===== src/rtl/ex_hazard_ctrl_if.sv =====
// EX-stage hazard controller bundle.
// ID-side inputs, EX feedback and control outputs.
interface ex_hazard_ctrl_if #(
  parameter int REG_AW = 5,
  parameter int ADDR_W = 32
);
  logic              id_valid;
  logic [REG_AW-1:0] id_rs;
  logic [REG_AW-1:0] id_rt;
  logic [REG_AW-1:0] id_rd;
  logic              id_reg_write;
  logic              id_mem_read;
  logic              id_branch;
  logic              ex_zero;
  logic [ADDR_W-1:0] ex_branch_addr;
  logic [1:0]        fwd_a;
  logic [1:0]        fwd_b;
  logic              stall;
  logic              flush;
  logic              pc_redirect;
  logic [ADDR_W-1:0] pc_redirect_addr;
  logic              ex_valid;

  modport master (
    output id_valid, id_rs, id_rt, id_rd,
    output id_reg_write, id_mem_read, id_branch,
    output ex_zero, ex_branch_addr,
    input  fwd_a, fwd_b, stall, flush,
    input  pc_redirect, pc_redirect_addr, ex_valid
  );

  modport slave (
    input  id_valid, id_rs, id_rt, id_rd,
    input  id_reg_write, id_mem_read, id_branch,
    input  ex_zero, ex_branch_addr,
    output fwd_a, fwd_b, stall, flush,
    output pc_redirect, pc_redirect_addr, ex_valid
  );
endinterface


===== src/rtl/ex_hazard_ctrl.sv =====
// EX-stage hazard controller: forwarding selects,
// load-use stall and taken-branch redirect/flush.
module ex_hazard_ctrl #(
  parameter int REG_AW       = 5,
  parameter int ADDR_W       = 32,
  parameter int FLUSH_CYCLES = 1
) (
  input logic            clk,
  input logic            reset,
  ex_hazard_ctrl_if.slave hz
);
  typedef enum logic {RUN, FLUSH} state_t;

  state_t            state_q, state_d;
  logic [2:0]        cnt_q, cnt_d;
  logic [ADDR_W-1:0] addr_q;

  logic              ex_v_q, ex_rw_q, ex_mr_q, ex_br_q;
  logic [REG_AW-1:0] ex_rs_q, ex_rt_q, ex_rd_q;
  logic              mem_v_q, mem_rw_q;
  logic [REG_AW-1:0] mem_rd_q;
  logic              wb_v_q, wb_rw_q;
  logic [REG_AW-1:0] wb_rd_q;

  logic take, load_use, stall_c, flush_c;

  // EX/MEM wins over MEM/WB; r0 is never a source
  function automatic logic [1:0] fwd_sel(
    input logic [REG_AW-1:0] src
  );
    logic [1:0] sel;
    logic       hit_mem, hit_wb;
    hit_mem = mem_v_q & mem_rw_q
            & (mem_rd_q != '0) & (mem_rd_q == src);
    hit_wb  = wb_v_q & wb_rw_q
            & (wb_rd_q != '0) & (wb_rd_q == src);
    sel = 2'b00;
    priority case (1'b1)
      !ex_v_q: sel = 2'b00;
      hit_mem: sel = 2'b10;
      hit_wb:  sel = 2'b01;
      default: sel = 2'b00;
    endcase
    return sel;
  endfunction

  // hazard detection from registered EX state and live ID fields
  always_comb begin
    take     = (state_q == RUN) & ex_v_q
             & ex_br_q & hz.ex_zero;
    load_use = ex_v_q & ex_mr_q & (ex_rd_q != '0)
             & hz.id_valid
             & ((ex_rd_q == hz.id_rs)
             | (ex_rd_q == hz.id_rt));
    stall_c  = (state_q == RUN) & ~take & load_use;
    flush_c  = take | (state_q == FLUSH);
  end

  // flush FSM next state; FLUSH holds until count hits 1
  always_comb begin
    state_d = state_q;
    cnt_d   = cnt_q;
    unique case (state_q)
      RUN: begin
        if (take && (FLUSH_CYCLES > 1)) begin
          state_d = FLUSH;
          cnt_d   = 3'(FLUSH_CYCLES - 1);
        end
      end
      FLUSH: begin
        cnt_d = cnt_q - 3'd1;
        if (cnt_q == 3'd1) state_d = RUN;
      end
      default: state_d = RUN;
    endcase
  end

  // outputs, all forced low while reset is held
  always_comb begin
    hz.fwd_a            = 2'b00;
    hz.fwd_b            = 2'b00;
    hz.stall            = 1'b0;
    hz.flush            = 1'b0;
    hz.pc_redirect      = 1'b0;
    hz.pc_redirect_addr = '0;
    hz.ex_valid         = 1'b0;
    if (!reset) begin
      hz.fwd_a            = fwd_sel(ex_rs_q);
      hz.fwd_b            = fwd_sel(ex_rt_q);
      hz.stall            = stall_c;
      hz.flush            = flush_c;
      hz.pc_redirect      = take;
      hz.pc_redirect_addr = take ? hz.ex_branch_addr
                                 : addr_q;
      hz.ex_valid         = ex_v_q;
    end
  end

  // shadow pipe, FSM and last redirect target
  always_ff @(posedge clk) begin
    if (reset) begin
      state_q  <= RUN;
      cnt_q    <= 3'd0;
      addr_q   <= '0;
      ex_v_q   <= 1'b0;
      ex_rw_q  <= 1'b0;
      ex_mr_q  <= 1'b0;
      ex_br_q  <= 1'b0;
      ex_rs_q  <= '0;
      ex_rt_q  <= '0;
      ex_rd_q  <= '0;
      mem_v_q  <= 1'b0;
      mem_rw_q <= 1'b0;
      mem_rd_q <= '0;
      wb_v_q   <= 1'b0;
      wb_rw_q  <= 1'b0;
      wb_rd_q  <= '0;
    end else begin
      state_q  <= state_d;
      cnt_q    <= cnt_d;
      if (take) addr_q <= hz.ex_branch_addr;
      ex_v_q   <= hz.id_valid & ~stall_c & ~flush_c;
      ex_rw_q  <= hz.id_reg_write;
      ex_mr_q  <= hz.id_mem_read;
      ex_br_q  <= hz.id_branch;
      ex_rs_q  <= hz.id_rs;
      ex_rt_q  <= hz.id_rt;
      ex_rd_q  <= hz.id_rd;
      mem_v_q  <= ex_v_q;
      mem_rw_q <= ex_rw_q;
      mem_rd_q <= ex_rd_q;
      wb_v_q   <= mem_v_q;
      wb_rw_q  <= mem_rw_q;
      wb_rd_q  <= mem_rd_q;
    end
  end
endmodule


===== src/flat_wrapper.sv =====
// flat-port wrapper written by rule: the top's interface ports become plain ports
module ex_hazard_ctrl_flat 
#(
  parameter int REG_AW       = 5,
  parameter int ADDR_W       = 32,
  parameter int FLUSH_CYCLES = 1
)
  (clk, reset, hz_id_valid, hz_id_rs, hz_id_rt, hz_id_rd, hz_id_reg_write, hz_id_mem_read, hz_id_branch, hz_ex_zero, hz_ex_branch_addr, hz_fwd_a, hz_fwd_b, hz_stall, hz_flush, hz_pc_redirect, hz_pc_redirect_addr, hz_ex_valid);
  ex_hazard_ctrl_if #(.REG_AW(REG_AW), .ADDR_W(ADDR_W)) hz_i ();
  input logic clk;
  input logic reset;
  input wire logic [$bits(hz_i.id_valid)-1:0] hz_id_valid;
  input wire logic [$bits(hz_i.id_rs)-1:0] hz_id_rs;
  input wire logic [$bits(hz_i.id_rt)-1:0] hz_id_rt;
  input wire logic [$bits(hz_i.id_rd)-1:0] hz_id_rd;
  input wire logic [$bits(hz_i.id_reg_write)-1:0] hz_id_reg_write;
  input wire logic [$bits(hz_i.id_mem_read)-1:0] hz_id_mem_read;
  input wire logic [$bits(hz_i.id_branch)-1:0] hz_id_branch;
  input wire logic [$bits(hz_i.ex_zero)-1:0] hz_ex_zero;
  input wire logic [$bits(hz_i.ex_branch_addr)-1:0] hz_ex_branch_addr;
  output wire logic [$bits(hz_i.fwd_a)-1:0] hz_fwd_a;
  output wire logic [$bits(hz_i.fwd_b)-1:0] hz_fwd_b;
  output wire logic [$bits(hz_i.stall)-1:0] hz_stall;
  output wire logic [$bits(hz_i.flush)-1:0] hz_flush;
  output wire logic [$bits(hz_i.pc_redirect)-1:0] hz_pc_redirect;
  output wire logic [$bits(hz_i.pc_redirect_addr)-1:0] hz_pc_redirect_addr;
  output wire logic [$bits(hz_i.ex_valid)-1:0] hz_ex_valid;
  assign hz_i.id_valid = hz_id_valid;
  assign hz_i.id_rs = hz_id_rs;
  assign hz_i.id_rt = hz_id_rt;
  assign hz_i.id_rd = hz_id_rd;
  assign hz_i.id_reg_write = hz_id_reg_write;
  assign hz_i.id_mem_read = hz_id_mem_read;
  assign hz_i.id_branch = hz_id_branch;
  assign hz_i.ex_zero = hz_ex_zero;
  assign hz_i.ex_branch_addr = hz_ex_branch_addr;
  assign hz_fwd_a = hz_i.fwd_a;
  assign hz_fwd_b = hz_i.fwd_b;
  assign hz_stall = hz_i.stall;
  assign hz_flush = hz_i.flush;
  assign hz_pc_redirect = hz_i.pc_redirect;
  assign hz_pc_redirect_addr = hz_i.pc_redirect_addr;
  assign hz_ex_valid = hz_i.ex_valid;
  ex_hazard_ctrl #(.REG_AW(REG_AW), .ADDR_W(ADDR_W), .FLUSH_CYCLES(FLUSH_CYCLES)) u_core (.clk(clk), .reset(reset), .hz(hz_i));
endmodule

===== config.mk =====
export PLATFORM = sky130hd
export DESIGN_NAME = ex_hazard_ctrl_flat
export DESIGN_NICKNAME = d
export VERILOG_FILES = /design/src/rtl/ex_hazard_ctrl_if.sv /design/src/rtl/ex_hazard_ctrl.sv /design/src/flat_wrapper.sv
export SDC_FILE = /design/constraint.sdc
export NUM_CORES = 1
export LEC_CHECK = 0
export ABC_AREA = 1
export ABC_CLOCK_PERIOD_IN_PS = 1500
export BUFFER_PORTS_ARGS = -buffer_cell sky130_fd_sc_hd__buf_2
export CAP_MARGIN = 20
export CORE_ASPECT_RATIO = 1.75
export CORE_MARGIN = 2
export CORE_UTILIZATION = 44
export CTS_CLUSTER_SIZE = 8
export DETAILED_ROUTE_END_ITERATION = 16
export PLACE_DENSITY = 0.74
export SYNTH_ARGS = -nofsm -noshare
export SYNTH_HDL_FRONTEND = slang
export SYNTH_SLANG_ARGS = --single-unit

===== constraint.sdc =====
create_clock -name clk -period 1.5 [get_ports clk]
set_input_delay 0.075 -clock clk [delete_from_list [all_inputs] [get_ports clk]]
set_output_delay 0.075 -clock clk [all_outputs]
set_load 0.02 [all_outputs]

After elaboration in Yosys (flattened, before gate mapping):

Cells that the tools add are included.

* bits in registers: 69
* output and inout bits: 40
* word-level logic and storage cells: 68

* add/subtract/negate cells: 1
* equal/unequal tests: 7
* muxes and demuxes: 15
* bitwise gates (word level): 25
* reduce and logical (&&, ||, !) cells: 4

Operators with widths (number)
* $mux 32: 2
* $eq 5x5->1: 6
* $and 1x1->1: 19
* $reduce_bool 5->1: 3
* $mux 2: 6
* $mux 1: 7
* $not 1->1: 4
* $eq 3x1->1 const B: 1
* $sub 3x1->3 const B: 1
* $or 1x1->1: 2
* $reduce_or 2->1: 1

Depth between registers and ports, before layout:

* depth in word-level cells: 10
* gate-level depth with buffers: 8
* mapped depth without buffers: 8

Least setup slack after synthesis:

No wires, ideal clock.

* path kind: register to output
* start point: register u_core.ex_v_q
* end point: output hz_fwd_b[0]
* arrival: 1.397 ns
* required time: 1.425 ns
* setup slack: 0.028 ns
* stages on the path, launching flop included: 7
* buffers on the path: 0
* cell sequence: dfxtp_1 -> inv_1 -> nor2_1 -> nand3_1 -> nor3_1 -> nand3_1 -> nor2_1

* word-level cells in the longest chain between the ends: 2

Ends and longest elaborated chain
* start: declaration: RTL line ex_hazard_ctrl.sv:18 `logic ex_v_q, ex_rw_q, ex_mr_q, ex_br_q;`
* start signal: assignment: RTL line ex_hazard_ctrl.sv:122 `ex_v_q <= hz.id_valid & ~stall_c & ~flush_c;`
* $mux 2: RTL line ex_hazard_ctrl.sv:38 `priority case (1'b1)`
* $mux 2: RTL line ex_hazard_ctrl.sv:87 `if (!reset) begin`
* end: declaration: RTL line flat_wrapper.sv:22 `output wire logic [$bits(hz_i.fwd_b)-1:0] hz_fwd_b;`

No other way between the ends.

Worst setup path after layout:

* start point: register u_core.ex_v_q
* end point: output hz_pc_redirect_addr[26]

* word-level cells in the longest chain between the ends: 5

Ends and longest elaborated chain
* $and 1x1->1: RTL line ex_hazard_ctrl.sv:49 `take = (state_q == RUN) & ex_v_q`
* $and 1x1->1 (2 in series): RTL line ex_hazard_ctrl.sv:50 `& ex_br_q & hz.ex_zero;`
* $mux 32: RTL line ex_hazard_ctrl.sv:93 `hz.pc_redirect_addr = take ? hz.ex_branch_addr`
* $mux 32
* end: declaration: RTL line flat_wrapper.sv:26 `output wire logic [$bits(hz_i.pc_redirect_addr)-1:0] hz_pc_redirect_addr;`

No other way between the ends.

==> results.yml <==
final_layout:
  finalNetCount: 578
  stdcell_count: 607
  final.fill_count: 418
  drive_gt1_share_pct: 40.6
  num_antenna_cells: 0
  syn2layout_area_growth_pct: 59.7
power_and_ir_drop:
  switching_share_pct: 23.6
  switching_power_uw: 981
  p_int_mw: 3.17
  p_per_area_nw_per_um2: 941
  p_comb_share_pct: 12.1
  clkPwrFrac_pct: 41.3
  p_leak_nw: 2.12
  irDropWorstVdd_mv: 0.741
  seqPwrFrac_pct: 46.6
timing:
  final_max_slew_viol_count: 0
  hold_viol: 0
  skew_ns: 0.00565
  setup_ws_ns: -0.247
  period_needed_ns: 1.75
  fmax_ghz: 0.572
  worstMarginPinSlew_ns: 0.332
  relSlewSlack_pct: 77.7
  grt_setup_unrepaired: "true"
  finalSetupViolations: 38
  finalCritPeriodShare_pct: 116
grt:
  grt_util_all_layers_pct: 23.9
  grt_pass1_wl_um: 12600
  grt_max_degree: 34
  antenna_found_initial: 0
  overflow: 0
  first_global_vias: 2987
worst_setup_path:
  path_max_fanout: 6
  r2r_setup_slack_ns: -0.09
  cp_data_arrival_time_ns: 1.67
  setup.worst_path.class: "reg -> out"
  crit_required_ns: 1.42
  cp-start-kind: "flip-flop"
  setup.worst_path.end_class: "primary output"
yosys:
  synth_seq_cells: 69
  synthFlopType: "dfxtp_1"
  synth-edff-count: 0
  yosysSeqAreaShare_pct: 50.1
  synth_warnings: 0
  syn_area_um2: 2760
  synth.area.top_cells: "dfxtp_1 50%, nor2_1 16%, inv_1 7.1%"
  synthTopCellsByCount: "117 x nor2_1, 69 x dfxtp_1, 52 x inv_1"
  avgSynthCellArea_um2: 7.28
  synth.largest_area_cell: "dfxtp_1"
  yosysMostFrequentCell: "nor2_1"
  syn_nets: 435
  synth.distinct_cells: 20
  ys_async_sr_fraction_pct: 0
  synth_top_cell_area_share_pct: 50.1
  synth_cells: 379
drt:
  ant_nets: 0
  wl_per_cell_um: 13.7
  drt_iter0_drc: 94
  avgViaCountPerCell: 4.84
  firstDrtPassIters: 4
  routed_wl_um: 8340
  num_vias: 2939
  remaining_drc_errors: 0
die:
  dieHeight_um: 109
  io_pins: 94
  initial_core_util_pct: 45.0
  dieArea_um2: 6940
  num_rows: 38
  core-area_um2: 6130
  die_x_um: 63.9
cts:
  clk_latency_ns: 0.34
  htree_num_levels: 3
  clk_pin_slew_ns: 0.07
  clockRootBuffer: "clkbuf_8"
  cts_sinks: 69
  clock_path_buffers: 2
  cts_tree: "yes"
  cts_made_buffers: 9
flow_run:
  maxCapViolations: 0
outcome:
  status: "finished, violations left"
  violations: "setup timing"
hold_path:
  hold_class: "in -> reg"
placement:
  place_ws_ns: 0.0171
  hpwlAfterDp_um: 4850
  io_buffer_count: 93
  gp_congestion: 0.748
  dp_cells: 544
[metal layers]
metal / track usage [%] / vias to the layer above / wire, um
met3: 5.47 / 29 / 402
met5: 0 / - / 0
met4: 14.0 / 0 / 344
li1: - / 1438 / -
met1: 22.2 / 1372 / 2840
met2: 46.3 / 100 / 4750
[cell type report]
| class | instances | area, um^2 | area share [%] |
|---|---|---|---|
| Tap cell | 80 | 100 | 2.27 |
| Inverter | 53 | 204 | 4.63 |
| Timing Repair Buffer | 145 | 1120 | 25.5 |
| Multi-Input combinational cell | 244 | 1330 | 30.2 |
| Clock buffer | 11 | 151 | 3.44 |
| Clock inverter | 5 | 82.6 | 1.87 |
| Sequential cell | 69 | 1420 | 32.1 |
[flip-flops by register name, indices dropped and copies added, names as in the netlist, 3 cells and up]
signal	flops
u_core.addr_q	32
u_core.cnt_q	3
u_core.ex_rd_q	5
u_core.ex_rs_q	5
u_core.ex_rt_q	5
u_core.mem_rd_q	5
u_core.wb_rd_q	5
[through the flow]
stage                     util (%)  total power, mW  TNS, ns  instance area (um^2)  hold WS (ns)
after floorplan                  -             2.16        0                  2760         0.182
after global placement        53.7             2.30        0                  3290         0.274
after detailed placement      53.7             2.30        0                  3290         0.288
after CTS                     67.8             4.12    -5.47                  4160       0.00200
after global routing          71.8             4.32   -10.32                  4410        0.0185
final                         71.8             4.15    -6.86                  4410        0.0165
[path summary, 6_finish.rpt]
| check | from | to | cells after the start |
|---|---|---|---|
| worst max register to register | u_core.ex_v_q | u_core.addr_q[8] | 9 |
| worst max-delay path | u_core.ex_v_q | hz_pc_redirect_addr[26] | 7 |
| worst min-delay path | hz_ex_branch_addr[18] | u_core.addr_q[18] | 3 |
| worst min register to register | u_core.ex_rw_q | u_core.mem_rw_q | 2 |
[power groups by stage]
stage               logic, mW  registers (mW)  clock network [mW]
floorplan               0.201            1.96                   0
CTS                     0.444            1.93                1.75
finish                  0.502            1.93                1.71
global route            0.546            1.94                1.83
detailed placement      0.337            1.97                   0
global placement        0.331            1.96                   0
[critical path: stages, from the launching register on]
cell	delay, ns
dfxtp_2	0.34
inv_2	0.05
nor3_4	0.22
buf_6	0.18
buf_8	0.14
o21ai_2	0.06
nor2_2	0.19
buf_6	0.15
[repair_timing]
item                       in CTS  in global routing
setup endpoints to repair      39                 40
setup buffers                   7                  2
hold endpoints to repair       31                  3
gates cloned                    3                  0
hold buffers                   33                  3
pin swaps                      21                 37
resized for setup              99                 80
[cells by family (layout without fill, tap and decap cells)]
family | count (synthesis) | count (layout) | synth area share, %
simple gates | 186 | 186 | 26.9
buf+inv | 66 | 214 | 10.2
fa+ha+maj | 2 | 2 | 0.907
flops | 69 | 69 | 50.1
compound gates | 44 | 44 | 8.07
xor+xnor | 12 | 12 | 3.81
[cells in the final DEF (no fill, tap or decap), types with 3 or more instances in the layout]
cell / synthesis / final
a21oi_1: 6 / 6
buf_2: 3 / 54
buf_4: 0 / 37
buf_6: 4 / 16
clkbuf_8: 0 / 11
dfxtp_1: 69 / 53
dfxtp_2: 0 / 10
dfxtp_4: 0 / 6
dlygate4sd3_1: 0 / 36
inv_1: 52 / 46
inv_2: 1 / 6
nand2_1: 48 / 42
nand2_2: 0 / 6
nand3_1: 11 / 8
nand3_2: 0 / 3
nand4_1: 4 / 4
nor2_1: 117 / 88
nor2_2: 0 / 28
o21ai_0: 36 / 13
o21ai_1: 1 / 3
o21ai_2: 0 / 20
xnor2_1: 8 / 5
xor2_1: 4 / 4
No activity file was read; power rests on OpenSTA's default activity.
